**src/rtl/rf_writeback.sv**
```systemverilog
// rf_writeback: merges load responses and ALU results into the register
// file's single write port. Loads always win; ALU results wait in a small
// in-order FIFO and are squashed if a younger load targets the same register.
module rf_writeback #(
  parameter int FIFO_DEPTH = 2
) (
  input  logic        CLK,
  input  logic        RST,
  input  logic        alu_valid,
  output logic        alu_ready,
  input  logic [4:0]  alu_rd,
  input  logic [31:0] alu_data,
  input  logic        ld_valid,
  input  logic [4:0]  ld_rd,
  input  logic [2:0]  ld_funct3,
  input  logic [1:0]  ld_addr_lo,
  input  logic [31:0] ld_rdata,
  output logic        RegWrite,
  output logic [4:0]  WriteNum,
  output logic [31:0] WriteData,
  output logic        ld_err,
  output logic        busy
);

  localparam int PTR_W = $clog2(FIFO_DEPTH);

  // FIFO storage: payload arrays plus a per-entry live flag for squashing
  logic [4:0]            rd_mem   [FIFO_DEPTH];
  logic [31:0]           data_mem [FIFO_DEPTH];
  logic [FIFO_DEPTH-1:0] live_reg;
  logic [PTR_W-1:0]      head_reg;
  logic [PTR_W-1:0]      tail_reg;
  logic [PTR_W:0]        count_reg;

  logic        fifo_empty;
  logic        accept;
  logic        push;
  logic        pop;
  logic        squash;
  logic        sel_write;
  logic [4:0]  sel_num;
  logic [31:0] sel_data;
  logic        ld_legal;
  logic [7:0]  ld_byte;
  logic [15:0] ld_half;
  logic [31:0] ld_ext;

  assign fifo_empty = (count_reg == '0);
  assign busy       = !fifo_empty;
  // Readiness depends only on stored state, never on ld_valid
  assign alu_ready  = RST && (count_reg < (PTR_W+1)'(FIFO_DEPTH));
  assign accept     = alu_valid && alu_ready;

  // Byte/half lane selection and sign/zero extension of the load word
  always_comb begin
    ld_byte  = 8'h00;
    ld_half  = 16'h0000;
    ld_ext   = 32'h0;
    ld_legal = 1'b1;
    case (ld_addr_lo)
      2'd0:    ld_byte = ld_rdata[7:0];
      2'd1:    ld_byte = ld_rdata[15:8];
      2'd2:    ld_byte = ld_rdata[23:16];
      default: ld_byte = ld_rdata[31:24];
    endcase
    ld_half = ld_addr_lo[1] ? ld_rdata[31:16] : ld_rdata[15:0];
    case (ld_funct3)
      3'd0:    ld_ext = {{24{ld_byte[7]}}, ld_byte};
      3'd1:    ld_ext = {{16{ld_half[15]}}, ld_half};
      3'd2:    ld_ext = ld_rdata;
      3'd4:    ld_ext = {24'h0, ld_byte};
      3'd5:    ld_ext = {16'h0, ld_half};
      default: ld_legal = 1'b0;
    endcase
  end

  // Arbitration: load first, then FIFO head, then direct ALU bypass
  always_comb begin
    sel_write = 1'b0;
    sel_num   = 5'd0;
    sel_data  = 32'h0;
    push      = 1'b0;
    pop       = 1'b0;
    squash    = 1'b0;
    if (ld_valid) begin
      sel_write = ld_legal && (ld_rd != 5'd0);
      sel_num   = ld_rd;
      sel_data  = ld_ext;
      push      = accept;
      squash    = (ld_rd != 5'd0);
    end else if (!fifo_empty) begin
      pop       = 1'b1;
      sel_write = live_reg[head_reg] && (rd_mem[head_reg] != 5'd0);
      sel_num   = rd_mem[head_reg];
      sel_data  = data_mem[head_reg];
      push      = accept;
    end else if (accept) begin
      sel_write = (alu_rd != 5'd0);
      sel_num   = alu_rd;
      sel_data  = alu_data;
    end
  end

  // FIFO payload write at the tail; contents are qualified by count/live
  always_ff @(posedge CLK) begin
    if (push) begin
      rd_mem[tail_reg]   <= alu_rd;
      data_mem[tail_reg] <= alu_data;
    end
  end

  // Per-entry live flags: a push marks live, an older-entry squash clears.
  // The push wins so a same-cycle ALU result is never squashed by its load.
  genvar gi;
  generate
    for (gi = 0; gi < FIFO_DEPTH; gi++) begin : g_live
      always_ff @(posedge CLK) begin
        if (!RST) begin
          live_reg[gi] <= 1'b0;
        end else if (push && (tail_reg == PTR_W'(gi))) begin
          live_reg[gi] <= 1'b1;
        end else if (squash && (rd_mem[gi] == ld_rd)) begin
          live_reg[gi] <= 1'b0;
        end
      end
    end
  endgenerate

  // FIFO pointers and occupancy
  always_ff @(posedge CLK) begin
    if (!RST) begin
      head_reg  <= '0;
      tail_reg  <= '0;
      count_reg <= '0;
    end else begin
      if (push) tail_reg <= tail_reg + 1'b1;
      if (pop)  head_reg <= head_reg + 1'b1;
      count_reg <= count_reg + (PTR_W+1)'(push) - (PTR_W+1)'(pop);
    end
  end

  // Registered write port; index/data hold whenever no write is issued
  always_ff @(posedge CLK) begin
    if (!RST) begin
      RegWrite  <= 1'b0;
      WriteNum  <= 5'd0;
      WriteData <= 32'h0;
      ld_err    <= 1'b0;
    end else begin
      RegWrite <= sel_write;
      ld_err   <= ld_valid && !ld_legal;
      if (sel_write) begin
        WriteNum  <= sel_num;
        WriteData <= sel_data;
      end
    end
  end

endmodule
```
**config.mk**
```make
export PLATFORM = sky130hd
export DESIGN_NAME = rf_writeback
export DESIGN_NICKNAME = d
export VERILOG_FILES = /design/src/rtl/rf_writeback.sv
export SDC_FILE = /design/constraint.sdc
export NUM_CORES = 1
export LEC_CHECK = 0
export ABC_CLOCK_PERIOD_IN_PS = 2400
export CORE_UTILIZATION = 46
export CTS_CLUSTER_DIAMETER = 80
export DETAILED_ROUTE_END_ITERATION = 10
export PLACE_DENSITY_LB_ADDON = 0.3
export SLEW_MARGIN = 20
export SYNTH_ARGS = -nofsm -noshare
export SYNTH_HDL_FRONTEND = slang
export SYNTH_SLANG_ARGS = --single-unit
```
**constraint.sdc**
```tcl
create_clock -name CLK -period 2.4 [get_ports CLK]
set_clock_uncertainty 0.15 [all_clocks]
set_input_delay 0.48 -clock CLK [delete_from_list [all_inputs] [get_ports CLK]]
set_output_delay 0.48 -clock CLK [all_outputs]
set_load 0.005 [all_outputs]
```
==> impl_results.md <==
- Status: completed
- Post-synthesis adder-cell area fraction: 0.431%
- Dpl ws: -476 ps
- Clock Latency Late Sink: 420 ps
- Mapped Cells: 489
- Clock share of power: 35.7%
- Worst Hold Path Cells: 3
- Tightest Pin Transition: 711 ps
- Compound-Gate Fraction of Synth Area: 20.2%
- Iteration-0 DRC count of the detailed router: 594
- Combinational group share of total power: 26.1%
- Ant diodes: 0
- Final hold vios: 0
- CP max FO: 8
- Top Ports: 124
- DR pass1 iterations: 6
- Critical path type: input pin to flip-flop
- Share of cells above drive strength 1: 18.9%
- Unrepaired setup endpoints after global routing: false
- Top flop regs: data_mem: 64 flops, WriteData: 32 flops, rd_mem: 10 flops
- Antenna Violating Nets Remaining: 0
- Cell row count: 40
- Sw power: 0.00179 W
- Final Cell Area: 8140 µm²
- Vias in the first global route: 5149
- TritonCTS Buffers: 17
- Vias per cell: 6.04
- First-pass GRT wire length: 27300 µm
- Sum of negative setup slack: 0 ps
- Crit. Startpoint: ld_rdata[23]
- Fin crit share: 97.1%
- Largest family of logic cells by synthesized area: compound AO/OA/AOI/OAI gates
- Slew Limit Headroom: 52.6%
- Full die area: 13100 µm²
- Hold_buf cts: 0
- Inst Count DP: 791
- Largest cells by area after synthesis: edfxtp_1, dfxtp_1, mux2i_1, mux2_2, a221o_1
- Pleak: 2.92 nW
- Max FFs per register: 64
- Core area: 12200 µm²
- Final setup fails: 0
- Async S/R FF share, synth: 0%
- Worst r2r path cells: 6
- GRT Total Usage: 28.1%
- PortBufs: 123
- Max cap viols: 0
- Largest Register: data_mem
- Starting Density: 47.8%
- RePlAce Congestion: 0.910
- Worst EP arrival: 2470 ps
- Die height: 114 µm
- Fin crit period: 2330 ps
- Sequential-to-total area share from yosys stat: 54.1%
- Upper clock frequency limit: 429 MHz
- Clk slew on worst S/H paths: 50 ps
- Netlist cell types: 52
- Top cell type's share of synthesized area: 38.2%
- Die W: 114 µm
- Most used DFF post-synth: edfxtp_1
- DP Wirelength: 12200 µm
- Clock Sinks: 120
- CTS root buffer: clkbuf_16
- Residual DRC: 0
- Post-synth EDFFs: 74
- Post-DP Area: 7590 µm²
- Max Slew Vio Count: 0
- Synth warn: 0
- Synthesized Nets: 574
- Vias post-DR: 4971
- Leading area contributor after synthesis: edfxtp_1
- Required @ worst endpoint: 2540 ps
- Clock Tree Buf Depth: 2
- Nets: 727
- Area growth syn-to-layout: 40.0%
- Synthesized flop and latch total: 120
- Largest net degree at the start of global routing: 68
- Simple-gate share of the synthesized area: 7.00%
- Syn_area_per_cell: 11.9 µm²
- Hold path start: RST
- DRT Wirelength: 17400 µm
- Internal power: 0.00480 W
- Power density over the cells: 810 nW/µm²
- Setup Fix Bufs, Post-CTS: 0
- H-tree levels: 4
- Slack of the critical path: 70.6 ps
- Worst-case vdd ir drop: 0.617 mV
- Mux contribution to synthesized area: 12.1%
- Sequential fraction of design power: 38.3%
- Hold crit path type: input pin to flip-flop
- Synth Area in XOR/XNOR: 1.96%
- Post-synthesis cell area: 5810 µm²
- Switching part of the total power: 27.2%
- Initial antenna violation count: 0
- Final Non-Filler Cells: 823
- Global route overflow: 0
- CTS tree: yes
- Crit path launch type: input pin
- CP endpoint kind: flip-flop
- Wire length per cell: 21.1 µm
cell usage in the layout, fill, tap and decap left out, types with 3 or more instances in the layout:
cell type        netlist  final
o21ai_1               12     12
clkinv_1               0      5
o211a_1                7      7
o221ai_1              23     23
buf_4                  2     50
nand2_1               34     34
a21oi_1               16     16
nand2b_1               3      3
a222oi_1              13     13
o21ai_0               24     24
xor2_1                 5      5
buf_12                 0      8
xnor2_1                8      8
mux2_2                27     27
nor2_1                25     25
a221o_1               29     29
mux2i_1               36     36
o31ai_1                9      9
and2_1                 5      4
clkinv_2               0      5
dfxtp_1               46     45
clkbuf_16              0     17
o22ai_1                7      7
edfxtp_1              74     74
clkdlybuf4s50_1        0    121
inv_1                  5      4
area by class of cell:
type	count	area (µm²)
Timing Repair Buffer	181	1760
Clock inverter	13	111
Clock buffer	19	433
Fill cell	911	4030
Inverter	5	22.5
Multi-Input combinational cell	317	2450
Sequential cell	120	3140
Tap cell	168	210
routing by layer:
layer / vias up / wire, µm / GRT usage [%]
met1: 2402 / 7040 / 34.8
met5: - / 0 / 0
met3: 37 / 1470 / 7.41
li1: 2234 / - / -
met4: 0 / 543 / 12.2
met2: 298 / 8360 / 46.4
Yosys cell counts, types with 3 or more instances:
library cell,count
xnor2_1,8
and2_1,5
o22ai_1,7
nor2_1,25
a221o_1,29
o21ai_0,24
inv_1,5
o211a_1,7
o21ai_1,12
buf_2,9
o31ai_1,9
mux2i_1,36
a222oi_1,13
clkbuf_1,26
nand2_1,34
o221ai_1,23
dfxtp_1,46
edfxtp_1,74
a21oi_1,16
mux2_2,27
nand2b_1,3
buf_1,5
xor2_1,5
buf_6,4
power groups by stage:
stage | clock network [W] | logic [W] | registers, W
after CTS | 0.00237 | 0.00171 | 0.00252
after detailed placement | 0 | 0.00169 | 0.00256
after global routing | 0.00248 | 0.00182 | 0.00254
after global placement | 0 | 0.00165 | 0.00255
final | 0.00235 | 0.00172 | 0.00252
after floorplan | 0 | 0.000937 | 0.00253
per-stage QoR:
step / hold WS (ps) / power (W) / utilization (%)
2_1_floorplan: 295 / 0.00346 / -
3_3_place_gp: 290 / 0.00420 / 62.4
3_5_place_dp: 294 / 0.00425 / 62.4
4_1_cts: 275 / 0.00660 / 66.9
5_1_grt: 322 / 0.00685 / 66.9
6_report: 280 / 0.00659 / 66.9
path summary, 6_finish.rpt:
kind                                      end  slack, ps
worst max-delay path            WriteData[13]         70
worst min register to register  WriteData[28]        300
worst min-delay path                flip-flop        280
worst max register to register   WriteData[2]        190
cells by family (layout without fill, tap and decap cells):
group                    after synthesis  in the layout
AO/OA/AOI/OAI                        152            152
multiplexers                          65             65
adder cells (fa/ha/maj)                2              2
AND/OR/NAND/NOR                       85             85
buffers and inverters                 52            218
flip-flops                           120            120
XOR/XNOR                              13             13
worst max-delay path, stage by stage:
cell	delay (ps)
clkdlybuf4s50_1	470
mux4_2	480
and3b_2	280
a221o_1	310
a222oi_1	320
a21oi_1	120
repair_timing:
item                       4_1_cts  5_1_grt
resized for setup                2        1
pin swaps                        0        0
setup endpoints to repair        6        1
Note: power is estimated with default switching activity, not from simulation.
